### src/rtl/fifo_pkg.sv
// Shared constants and helpers for the configurable synchronous FIFO.
package fifo_pkg;

    localparam int unsigned FWFT_OFF      = 0;
    localparam int unsigned FWFT_ON       = 1;
    localparam int unsigned DEF_AE_TH     = 2;
    localparam int unsigned DEF_AF_MARGIN = 2;

    // Ceiling log2, usable in constant expressions (clog2(1) = 0).
    function automatic int unsigned clog2(input int unsigned v);
        int unsigned r;
        r = 0;
        for (int i = 0; i < 32; i++) begin
            if ((64'(1) << i) < 64'(v)) r = 32'(i + 1);
        end
        return r;
    endfunction

endpackage

### src/rtl/fifo_ram.sv
// FIFO storage: one synchronous write port, one asynchronous read port, no reset.
module fifo_ram
    import fifo_pkg::*;
#(
    parameter  int unsigned DATA_WIDTH = 8,
    parameter  int unsigned FIFO_DEPTH = 32,
    localparam int unsigned AW         = clog2(FIFO_DEPTH)
) (
    input  logic                  clk,
    input  logic                  we,
    input  logic [AW-1:0]         waddr,
    input  logic [DATA_WIDTH-1:0] wdata,
    input  logic [AW-1:0]         raddr,
    output logic [DATA_WIDTH-1:0] rdata
);

    logic [DATA_WIDTH-1:0] mem_q [FIFO_DEPTH];

    // Store the write word; contents survive flush and reset by design.
    always_ff @(posedge clk) begin
        if (we) mem_q[waddr] <= wdata;
    end

    assign rdata = mem_q[raddr];

endmodule

### src/rtl/fifo_sync_cfg.sv
// Configurable single-clock FIFO with optional first-word-fall-through read,
// fill count, threshold flags, sticky error flags and synchronous flush.
module fifo_sync_cfg
    import fifo_pkg::*;
#(
    parameter  int unsigned DATA_WIDTH = 8,
    parameter  int unsigned FIFO_DEPTH = 32,
    parameter  int unsigned AF_TH      = FIFO_DEPTH - DEF_AF_MARGIN,
    parameter  int unsigned AE_TH      = DEF_AE_TH,
    parameter  int unsigned FWFT       = FWFT_OFF,
    localparam int unsigned CW         = clog2(FIFO_DEPTH + 1)
) (
    input  logic                  clk,
    input  logic                  rst_n,
    input  logic                  wr,
    input  logic                  rd,
    input  logic                  flush,
    input  logic [DATA_WIDTH-1:0] data_in,
    output logic [DATA_WIDTH-1:0] data_out,
    output logic                  rd_valid,
    output logic [CW-1:0]         count,
    output logic                  empty,
    output logic                  almost_empty,
    output logic                  almost_full,
    output logic                  full,
    output logic                  overflow,
    output logic                  underflow
);

    localparam int unsigned PW = clog2(FIFO_DEPTH);

    // Reject parameter sets that make the flags meaningless.
    if (AF_TH > FIFO_DEPTH || AE_TH >= FIFO_DEPTH || FIFO_DEPTH < 2 || DATA_WIDTH < 1)
    begin : g_param_err
        $error("fifo_sync_cfg: illegal parameter set");
    end

    logic [PW-1:0]         wr_ptr_q, wr_ptr_d, rd_ptr_q, rd_ptr_d;
    logic [CW-1:0]         count_q, count_d;
    logic [DATA_WIDTH-1:0] dout_q, dout_d;
    logic                  rd_valid_q, rd_valid_d;
    logic                  ovf_q, ovf_d, udf_q, udf_d;
    logic                  empty_q, empty_d, full_q, full_d;
    logic                  ae_q, ae_d, af_q, af_d;
    logic                  wr_acc_c, rd_acc_c;
    logic [DATA_WIDTH-1:0] ram_rdata;

    function automatic logic [PW-1:0] ptr_inc(input logic [PW-1:0] p);
        return (p == PW'(FIFO_DEPTH - 1)) ? '0 : p + PW'(1);
    endfunction

    fifo_ram #(
        .DATA_WIDTH (DATA_WIDTH),
        .FIFO_DEPTH (FIFO_DEPTH)
    ) u_ram (
        .clk   (clk),
        .we    (wr_acc_c),
        .waddr (wr_ptr_q),
        .wdata (data_in),
        .raddr (rd_ptr_q),
        .rdata (ram_rdata)
    );

    // Next-state: accept/reject requests, update pointers, count, errors and flags.
    always_comb begin
        wr_ptr_d   = wr_ptr_q;
        rd_ptr_d   = rd_ptr_q;
        count_d    = count_q;
        dout_d     = dout_q;
        rd_valid_d = 1'b0;
        ovf_d      = ovf_q;
        udf_d      = udf_q;
        wr_acc_c   = wr && (!full_q || rd);
        rd_acc_c   = rd && !empty_q;

        if (flush) begin
            wr_acc_c = 1'b0;
            rd_acc_c = 1'b0;
            wr_ptr_d = '0;
            rd_ptr_d = '0;
            count_d  = '0;
            dout_d   = '0;
            ovf_d    = 1'b0;
            udf_d    = 1'b0;
        end else begin
            if (wr_acc_c) wr_ptr_d = ptr_inc(wr_ptr_q);
            if (rd_acc_c) begin
                rd_ptr_d   = ptr_inc(rd_ptr_q);
                dout_d     = ram_rdata;
                rd_valid_d = 1'b1;
            end
            count_d = count_q + CW'(wr_acc_c) - CW'(rd_acc_c);
            if (wr && full_q && !rd) ovf_d = 1'b1;
            if (rd && empty_q)       udf_d = 1'b1;
        end

        empty_d = (count_d == '0);
        full_d  = (count_d == CW'(FIFO_DEPTH));
        af_d    = (count_d >= CW'(AF_TH));
        ae_d    = (count_d <= CW'(AE_TH));
    end

    // State and output registers.
    always_ff @(posedge clk or negedge rst_n) begin
        if (!rst_n) begin
            wr_ptr_q   <= '0;
            rd_ptr_q   <= '0;
            count_q    <= '0;
            dout_q     <= '0;
            rd_valid_q <= 1'b0;
            ovf_q      <= 1'b0;
            udf_q      <= 1'b0;
            empty_q    <= 1'b1;
            full_q     <= 1'b0;
            ae_q       <= 1'b1;
            af_q       <= (AF_TH == 0);
        end else begin
            wr_ptr_q   <= wr_ptr_d;
            rd_ptr_q   <= rd_ptr_d;
            count_q    <= count_d;
            dout_q     <= dout_d;
            rd_valid_q <= rd_valid_d;
            ovf_q      <= ovf_d;
            udf_q      <= udf_d;
            empty_q    <= empty_d;
            full_q     <= full_d;
            ae_q       <= ae_d;
            af_q       <= af_d;
        end
    end

    // FWFT exposes the head word directly; standard mode uses the read register.
    if (FWFT == FWFT_ON) begin : g_fwft
        assign data_out = empty_q ? '0 : ram_rdata;
        assign rd_valid = !empty_q;
    end else begin : g_std
        assign data_out = dout_q;
        assign rd_valid = rd_valid_q;
    end

    assign count        = count_q;
    assign empty        = empty_q;
    assign full         = full_q;
    assign almost_empty = ae_q;
    assign almost_full  = af_q;
    assign overflow     = ovf_q;
    assign underflow    = udf_q;

endmodule

### config.mk
export PLATFORM = sky130hd
export DESIGN_NAME = fifo_sync_cfg
export DESIGN_NICKNAME = d
export VERILOG_FILES = /design/src/rtl/fifo_pkg.sv /design/src/rtl/fifo_ram.sv /design/src/rtl/fifo_sync_cfg.sv
export SDC_FILE = /design/constraint.sdc
export NUM_CORES = 1
export LEC_CHECK = 0
export CORE_MARGIN = 2
export CORE_UTILIZATION = 55
export DETAILED_ROUTE_END_ITERATION = 7
export PLACE_DENSITY_LB_ADDON = 0.1
export SLEW_MARGIN = 0
export SYNTH_ARGS = -nofsm -noshare
export SYNTH_HDL_FRONTEND = slang
export SYNTH_SLANG_ARGS = --single-unit
### constraint.sdc
create_clock -name clk -period 3.6 [get_ports clk]
set_clock_uncertainty 0.2 [all_clocks]
set_input_delay 1.08 -clock clk [delete_from_list [all_inputs] [get_ports clk]]
set_output_delay 1.08 -clock clk [all_outputs]
set_load 0.1 [all_outputs]
# Word level (Yosys, flattened, before mapping)

Memory sizes are Yosys's and may differ from the RTL's.
Cells that the tools add are included.

Register bits after elaboration: 31
Bits in writable memories: 256
Output and inout port bits: 21
Logic and storage cells: 53
Memories kept: 1
Input port bits: 13

Memories:

| name        | depth | width | read ports | clocked after Yosys merged registers in | wr ports | line           | text |
|---|---|---|---|---|---|---|---|
| u_ram.mem_q | 32    | 8     | 1          | 0                                       | 1        | fifo_ram.sv:17 | `logic [DATA_WIDTH-1:0] mem_q [FIFO_DEPTH];` |

Reduce and logical (&&, ||, !) cells: 14
Equality and inequality tests: 3
Muxes and demuxes: 18
Order comparisons: 2
$add $sub $neg: 4

Operators with widths:

| cell                                                                  | number |
|---|---|
| 5-bit two-way mux                                                     | 6 |
| 8-bit two-way mux                                                     | 2 |
| 5-bit by 1-bit adder with 5-bit output, second input constant         | 2 |
| 5-bit == test, second input constant                                  | 2 |
| 1-bit two-way mux                                                     | 9 |
| 2-bit nonzero test                                                    | 4 |
| 6-bit by 1-bit adder with 6-bit output                                | 1 |
| 6-bit == test, second input constant                                  | 1 |
| 6-bit by 5-bit >= comparator with 1-bit output, second input constant | 1 |
| 6-bit by 2-bit <= comparator with 1-bit output, second input constant | 1 |
| 6-bit zero test                                                       | 1 |
| 6-bit two-way mux                                                     | 1 |
| 6-bit by 1-bit subtractor with 6-bit output                           | 1 |
| 1-bit logical AND                                                     | 5 |
| 1-bit zero test                                                       | 3 |
| 1-bit logical OR                                                      | 1 |

# Depth between registers and ports, before layout

Gate-level depths: netlist of run 1.

Depth after elaboration: 7
Gate-level depth with buffers: 13

# By module

Synthesis of run 1 repeated with hierarchy kept, for this count alone.

Cells, all modules: 564
Area, all modules: 11405.9 µm²

Modules (own cells, without submodules):

| module        | area each (µm²) | cells an instance | seq. area each (µm²) | instances |
|---|---|---|---|---|
| fifo_ram      | 9893.2          | 409               | 7687.4               | 1 |
| fifo_sync_cfg | 1512.7          | 155               | 778.2                | 1 |

# Worst setup path after synthesis of run 1

OpenSTA, ideal clock, no wires.

Kind: input-to-reg
Start point: input rd
End point: register af_q (netlist: almost_full)
Library setup time: 0.127 ns
Buffers on the path: 2
Stages on the path: 13
Path slack: -0.425 ns
Required time: 3.273 ns
Data arrival time: 3.697 ns
Cell sequence: nand2b_1 > clkbuf_1 > clkinv_1 > buf_6 > ha_1 > inv_1 > ha_1 > fa_1 > a21o_1 > a21oi_1 > xor2_1 > nor4b_1 > or2_2

Cells in the longest elaborated chain, start to end: 6
Elaborated cells between the ends (all ways): 7

Ends and longest elaborated chain:

| item                                               | line                 | text |
|---|---|---|
| from (decl)                                        | fifo_sync_cfg.sv:16  | `input logic rd,` |
| 1-bit logical OR                                   | fifo_sync_cfg.sv:73  | `wr_acc_c = wr && (!full_q \|\| rd);` |
| 1-bit logical AND                                  | fifo_sync_cfg.sv:73  |  |
| 6-bit by 1-bit adder with 6-bit output             | fifo_sync_cfg.sv:92  | `count_d = count_q + CW'(wr_acc_c) - CW'(rd_acc_c);` |
| 6-bit by 1-bit subtractor with 6-bit output (*)    | fifo_sync_cfg.sv:92  |  |
| 6-bit two-way mux (*)                              | fifo_sync_cfg.sv:76  | `if (flush) begin` |
| 6-bit by 5-bit >= comparator with 1-bit output (*) | fifo_sync_cfg.sv:99  | `af_d = (count_d >= CW'(AF_TH));` |
| net af_d                                           | fifo_sync_cfg.sv:44  | `logic ae_q, ae_d, af_q, af_d;` |
| to (signal assigned)                               | fifo_sync_cfg.sv:116 | `af_q <= (AF_TH == 0);` |
| to (decl)                                          | fifo_sync_cfg.sv:44  |  |

The timed path passes the listed nets; every way through them passes the cells marked *.
A chain may end at the register's enable or synchronous reset.

# Worst setup path in the final report of run 1

Ends and elaborated chain as after synthesis.

==> flow_summary.json, run 1 <==
{
  "outcome": "finished clean",
  "wl_met2_mm": 11.3,
  "portBuffers": 33,
  "area_delta_synth_final_pct": 15.0,
  "hold_class": "reg2reg",
  "post-place-cells": 925,
  "synth_ff_type": "edfxtp_1",
  "seqPwrFrac": 0.448,
  "rr_endpoint": "almost_full$_DFF_PN0_",
  "fin_crit_ns": 3.47,
  "critPathLaunchType": "input port",
  "rows": 53,
  "synth.avg_cell_area_um2": 19.7,
  "reg2reg_slack_ns": 0.59,
  "fin_ws_ns": 0.130,
  "synth_seq_cells": 287,
  "htree_levels": 1,
  "grt_pass1_wl_mm": 35.3,
  "clkTransAtPathRegs_ns": 0.06,
  "fin_cells": 978,
  "synth_area_mm2": 0.0117,
  "holdPathStages": 2,
  "synth_warnings": 0,
  "cts_tree": "yes",
  "yosysUniqueCellTypes": 48,
  "p_int_uw": 6190,
  "grt_overflow_total": 0,
  "clockBufferDepth": 3,
  "insertion_delay_ns": 0.53,
  "nets": 708,
  "cap_violations": 0,
  "netlist_top_cells_count": "edfxtp_1, nor2_1, mux4_1",
  "ant_nets": 0,
  "async_reset_ff_frac": 0.108,
  "ios": 34,
  "p_switching_uw": 2380,
  "path_class": "in2reg",
  "hold_start": "overflow$_DFFE_PN0P_",
  "routed_wirelength_mm": 23.3,
  "yosys.area.top_type": "edfxtp_1",
  "finalCritPeriodShare": 0.964,
  "max_freq_mhz": 288,
  "wl_met1_mm": 10.4,
  "power.density_mw_per_mm2": 639,
  "worstPathArrival_ns": 3.68,
  "yosysSeqAreaShare": 0.726,
  "netlist.area_leader.share": 0.660,
  "hpwl_mm": 14.5,
  "met3WireLength_mm": 1.11,
  "relSlewSlack": 0.252,
  "switching_share": 0.278,
  "timing.final.hold_violations": 0,
  "wl_per_cell_um": 23.8,
  "pre_cts_slack_ns": -0.386,
  "drt_first_pass_iters": 5,
  "synth-edff-count": 256,
  "gp_congestion": 0.799,
  "n_antenna_cell": 0,
  "cts-root-buf": "clkbuf_16",
  "leakagePower_uw": 0.00460,
  "drt_iter0_drc": 468,
  "antenna_found_initial": 0,
  "reg2reg_depth": 11,
  "vias": 5885,
  "start_util": 0.558,
  "highest_layer": "met4",
  "core_area_mm2": 0.0209,
  "ir_drop_mv": 0.380,
  "drive_gt1_frac": 0.215,
  "clock_sinks": 287,
  "grt_use_total": 0.215,
  "die_area_mm2": 0.0224,
  "drcViolationCount": 0,
  "clkPwrFrac": 0.355,
  "grt_setup_unrepaired": "false",
  "synthCells": 592,
  "cp.required_ns": 3.81,
  "grt_pass1_vias": 5849,
  "postCtsSetupRepairBufs": 0,
  "yosysMostFrequentCell": "edfxtp_1",
  "grt_start_max_net_pins": 41,
  "via_per_inst": 6.02,
  "synth.area.top_cells": "edfxtp_1, mux4_1, dfrtp_1, mux4_2, nor2_1",
  "finalSetupViolations": 0,
  "die_w_um": 150,
  "cts_buffers": 29,
  "finalMaxSlewViolations": 0,
  "synth_nets": 619,
  "cts_hold_buf": 0,
  "hold_end": "overflow$_DFFE_PN0P_",
  "reg2reg_from": "empty$_DFF_PN1_",
  "worstMarginPinSlew_ns": 1.12,
  "power.share.combinational": 0.197,
  "die_height_um": 150,
  "post_cts_resized": 0,
  "worst_setup_path_end_kind": "flip-flop",
  "crit_fanout": 4
}
[worst max-delay path by stage]
| stage | startpoint | endpoint | slack, ns | cells past startpoint |
|---|---|---|---|---|
| 2_1_floorplan | rd | almost_full$_DFF_PN0_ | 0.03 | 13 |
| 3_3_place_gp | rd | almost_full$_DFF_PN0_ | -0.30 | 12 |
| 3_5_place_dp | rd | almost_full$_DFF_PN0_ | -0.39 | 12 |
| 4_1_cts | rd | almost_full$_DFF_PN0_ | 0.17 | 12 |
| 5_1_grt | rd | almost_empty$_DFF_PN1_ | 0.02 | 12 |
| 6_report | rd | almost_full$_DFF_PN0_ | 0.13 | 12 |
[through the flow]
step | power, µW | hold slack (ns) | instance area, µm² | TNS, ns | utilization
after floorplan | 5130 | 0.303 | 11700 | 0 | -
after global placement | 5550 | 0.281 | 12400 | -1.04 | 0.595
after detailed placement | 5600 | 0.302 | 12400 | -1.50 | 0.595
after CTS | 8630 | 0.317 | 13400 | 0 | 0.642
after global routing | 8870 | 0.359 | 13400 | 0 | 0.642
final | 8570 | 0.310 | 13400 | 0 | 0.642
[metal layers]
layer / global-route usage / vias to the layer above
li1: - / 2633
met1: 0.319 / 3048
met2: 0.339 / 172
met3: 0.0320 / 32
met4: 0.0633 / 0
met5: 0 / -
[placed cells by master, fill, tap and decap left out, types with 12 or more instances in the layout]
master and count:
buf_4 74, edfxtp_1 256, o22ai_1 32, inv_1 12
dfrtp_1 27, clkbuf_16 29, mux4_1 50, ha_1 13
nor2_1 59, clkdlybuf4s50_1 12, mux4_2 14
[sequential cells by signal, summed over array words and instances (netlist names), 5 cells and up]
register / cells
rd_ptr_q: 5
u_ram.mem_q: 256
data_out: 8
count: 6
wr_ptr_q: 5
[power by group through the flow]
stage	Sequential (µW)	Clock (µW)	Combinational (µW)
global placement	3910	0	1640
CTS	3840	3100	1690
global route	3850	3230	1780
detailed placement	3910	0	1690
floorplan	4350	0	779
finish	3840	3040	1680
[layout make-up]
cell class                      instances  area [µm²]
Multi-Input combinational cell        263        2870
Tap cell                              275         344
Timing Repair Buffer                   87         696
Fill cell                            1462        7480
Clock inverter                         18         218
Clock buffer                           35         758
Inverter                               13        53.8
Sequential cell                       287        8470
[kinds of logic (layout without fill, tap and decap cells)]
group,count (synthesis),count (layout),synth area share
buffers and inverters,42,153,0.0282
and+or+nand+nor,112,112,0.0485
AOI/OAI and AO/OA,67,67,0.0366
DFF,287,287,0.726
xor gates and xnor gates,4,4,0.00301
adders and majority gates,14,14,0.0157
muxes,66,66,0.142
[worst max-delay path, cell delays in order]
cell and delay (ns):
clkdlybuf4s50_1 0.46, nand2b_1 0.18, clkinv_4 0.06, ha_1 0.27, inv_1 0.04, ha_1 0.20, fa_2 0.36, a21o_1 0.19
a21oi_2 0.14, xor2_1 0.30, nor4b_1 0.11, or2_2 0.29
No activity file was read; power rests on OpenSTA's default activity.
==> run 2: changes to the inputs <==
--- a/config.mk
+++ b/config.mk
@@ -6,10 +6,12 @@
 export NUM_CORES = 1
 export LEC_CHECK = 0
 export CORE_MARGIN = 2
-export CORE_UTILIZATION = 55
+export CORE_UTILIZATION = 25
 export DETAILED_ROUTE_END_ITERATION = 7
 export PLACE_DENSITY_LB_ADDON = 0.1
+export REMOVE_ABC_BUFFERS = 1
 export SLEW_MARGIN = 0
 export SYNTH_ARGS = -nofsm -noshare
 export SYNTH_HDL_FRONTEND = slang
 export SYNTH_SLANG_ARGS = --single-unit
+export TNS_END_PERCENT = 20
==> flow_summary.json, run 2 (same netlist as run 1, synthesis figures left out) <==
{
  "outcome": "finished clean",
  "clkTransAtPathRegs_ns": 0.05,
  "reg2reg_slack_ns": 0.63,
  "ir_drop_mv": 0.586,
  "finalCritPeriodShare": 0.958,
  "top_register": "u_ram.mem_q",
  "post-place-cells": 1259,
  "gp_congestion": 0.745,
  "worstMarginPinSlew_ns": 0.851,
  "place_area_mm2": 0.0128,
  "tns_ns": 0,
  "hpwl_mm": 18.1,
  "critPathBufInv": 3,
  "vias": 5955,
  "grt_use_total": 0.121,
  "cts_tree": "yes",
  "portBuffers": 33,
  "worstPathArrival_ns": 3.64,
  "largest_reg_flops": 256,
  "postCtsSetupRepairBufs": 0,
  "crit_fanout": 4,
  "fin_crit_ns": 3.45,
  "ios": 34,
  "drt_iter0_drc": 432,
  "clockBufferDepth": 3,
  "cpMostUsedCell": "ha_1",
  "path_cells": "clkdlybuf4s50_1 > nand2b_1 > clkinv_1 > ha_1 > inv_1 > ha_1 > fa_2 > a21o_1 > a21oi_2 > xor2_2 > nor4b_1 > or2_2",
  "max_stage_delay_ns": 0.46,
  "via_per_inst": 4.52,
  "path_delay_family": "adder cells",
  "die_area_mm2": 0.0484,
  "finalSetupViolations": 0,
  "ant_nets": 0,
  "drt_first_pass_iters": 6,
  "grt_start_max_net_pins": 40,
  "die_height_um": 220,
  "insertion_delay_ns": 0.51,
  "finalMaxSlewViolations": 0,
  "cp.required_ns": 3.79,
  "fin_area_mm2": 0.0139,
  "wl_per_cell_um": 22.0,
  "antenna_found_initial": 3,
  "grt_overflow_total": 0,
  "grt_setup_unrepaired": "false",
  "grt_pass1_vias": 6172,
  "timing.final.hold_violations": 0,
  "die_w_um": 220,
  "cts_buffers": 34,
  "cap_violations": 0,
  "worst_setup_path_end_kind": "flip-flop",
  "core_area_mm2": 0.0463,
  "layout_commonest_cell": "edfxtp_1",
  "hold_class": "reg2reg",
  "cts-root-buf": "clkbuf_16",
  "htree_levels": 2,
  "nets": 715,
  "cp_slowest_cell": "clkdlybuf4s50_1",
  "fin_cells": 1318,
  "power.total_uw": 8710,
  "start_util": 0.252,
  "relSlewSlack": 0.433,
  "max_freq_mhz": 290,
  "drive_gt1_frac": 0.214,
  "critPathLaunchType": "input port",
  "power.density_mw_per_mm2": 628,
  "path_class": "in2reg",
  "mostFrequentLayoutCells": "edfxtp_1, buf_4, nor2_1",
  "drcViolationCount": 0,
  "clock_sinks": 287,
  "routed_wirelength_mm": 28.9,
  "area_delta_synth_final_pct": 19.1,
  "leakagePower_uw": 0.00462,
  "rows": 79,
  "grt_pass1_wl_mm": 41.8
}
==> run 2: cell count changes in the layout (fill, tap and decap cells not counted), sizes merged <==
cell | previous run | this run
clkbuf | 35 | 46
diode | 0 | 1
inv | 12 | 13
clkinv | 13 | 11
bufinv | 5 | 1
clkinvlp | 1 | 0
buf | 75 | 77
==> run 2: routing by layer <==
layer	part of all wire	track usage	routed length [µm]	vias up
li1	-	-	-	2657
met1	0.44	0.157	12700	3135
met2	0.50	0.204	14400	125
met3	0.042	0.0259	1230	38
met4	0.020	0.0336	579	0
met5	0	0	0	-
==> run 2: layout make-up <==
type	count	area, µm²
antenna	1	2.50
clock inverter	12	83.8
sequential	287	8470
clock buffer	46	927
tap	607	759
inverter	13	48.8
fill	4493	32400
multi-input combinational	263	2870
timing repair buffer	89	711
==> run 2: power breakdown <==
part / switching [µW] / internal (µW)
Clock: 1290 / 1870
Sequential: 139 / 3730
Combinational: 1090 / 593
Total: 2520 / 6200
==> run 2: worst register-to-register path, stage by stage, from the launching register on <==
cell and delay, ns:
dfstp_2 0.55, nand2b_1 0.13, clkinv_1 0.10, ha_1 0.28, inv_1 0.04, ha_1 0.20
fa_2 0.38, a21o_1 0.20, a21oi_2 0.18, xor2_2 0.22, nor4b_1 0.08, or2_2 0.28
==> run 2: metrics by stage <==
stage	util	setup slack [ns]	hold slack [ns]
3_3_place_gp	0.278	-0.392	0.292
3_5_place_dp	0.278	-0.473	0.314
5_1_grt	0.300	0.00472	0.361
2_1_floorplan	-	-0.386	0.382
6_report	0.300	0.152	0.314
4_1_cts	0.300	0.0438	0.327
==> run 2: path summary, 6_finish.rpt <==
path                                  startpoint                       to  cells after the start
setup / recovery                              rd    almost_full$_DFF_PN0_                     12
hold / removal             underflow$_DFFE_PN0P_    underflow$_DFFE_PN0P_                      2
setup reg to reg                 empty$_DFF_PN1_    almost_full$_DFF_PN0_                     11
hold reg to reg            underflow$_DFFE_PN0P_    underflow$_DFFE_PN0P_                      2
max in group asynchronous                  rst_n  rd_ptr_q[1]$_DFFE_PN0P_                      3
min in group asynchronous                  rst_n  data_out[6]$_DFFE_PN0P_                      1
==> run 2: what timing repair did <==
| item | CTS | global route |
|---|---|---|
| gates resized for setup | 0 | 3 |
| setup endpoints to repair | 0 | 4 |
| hold buffers | 0 | 0 |
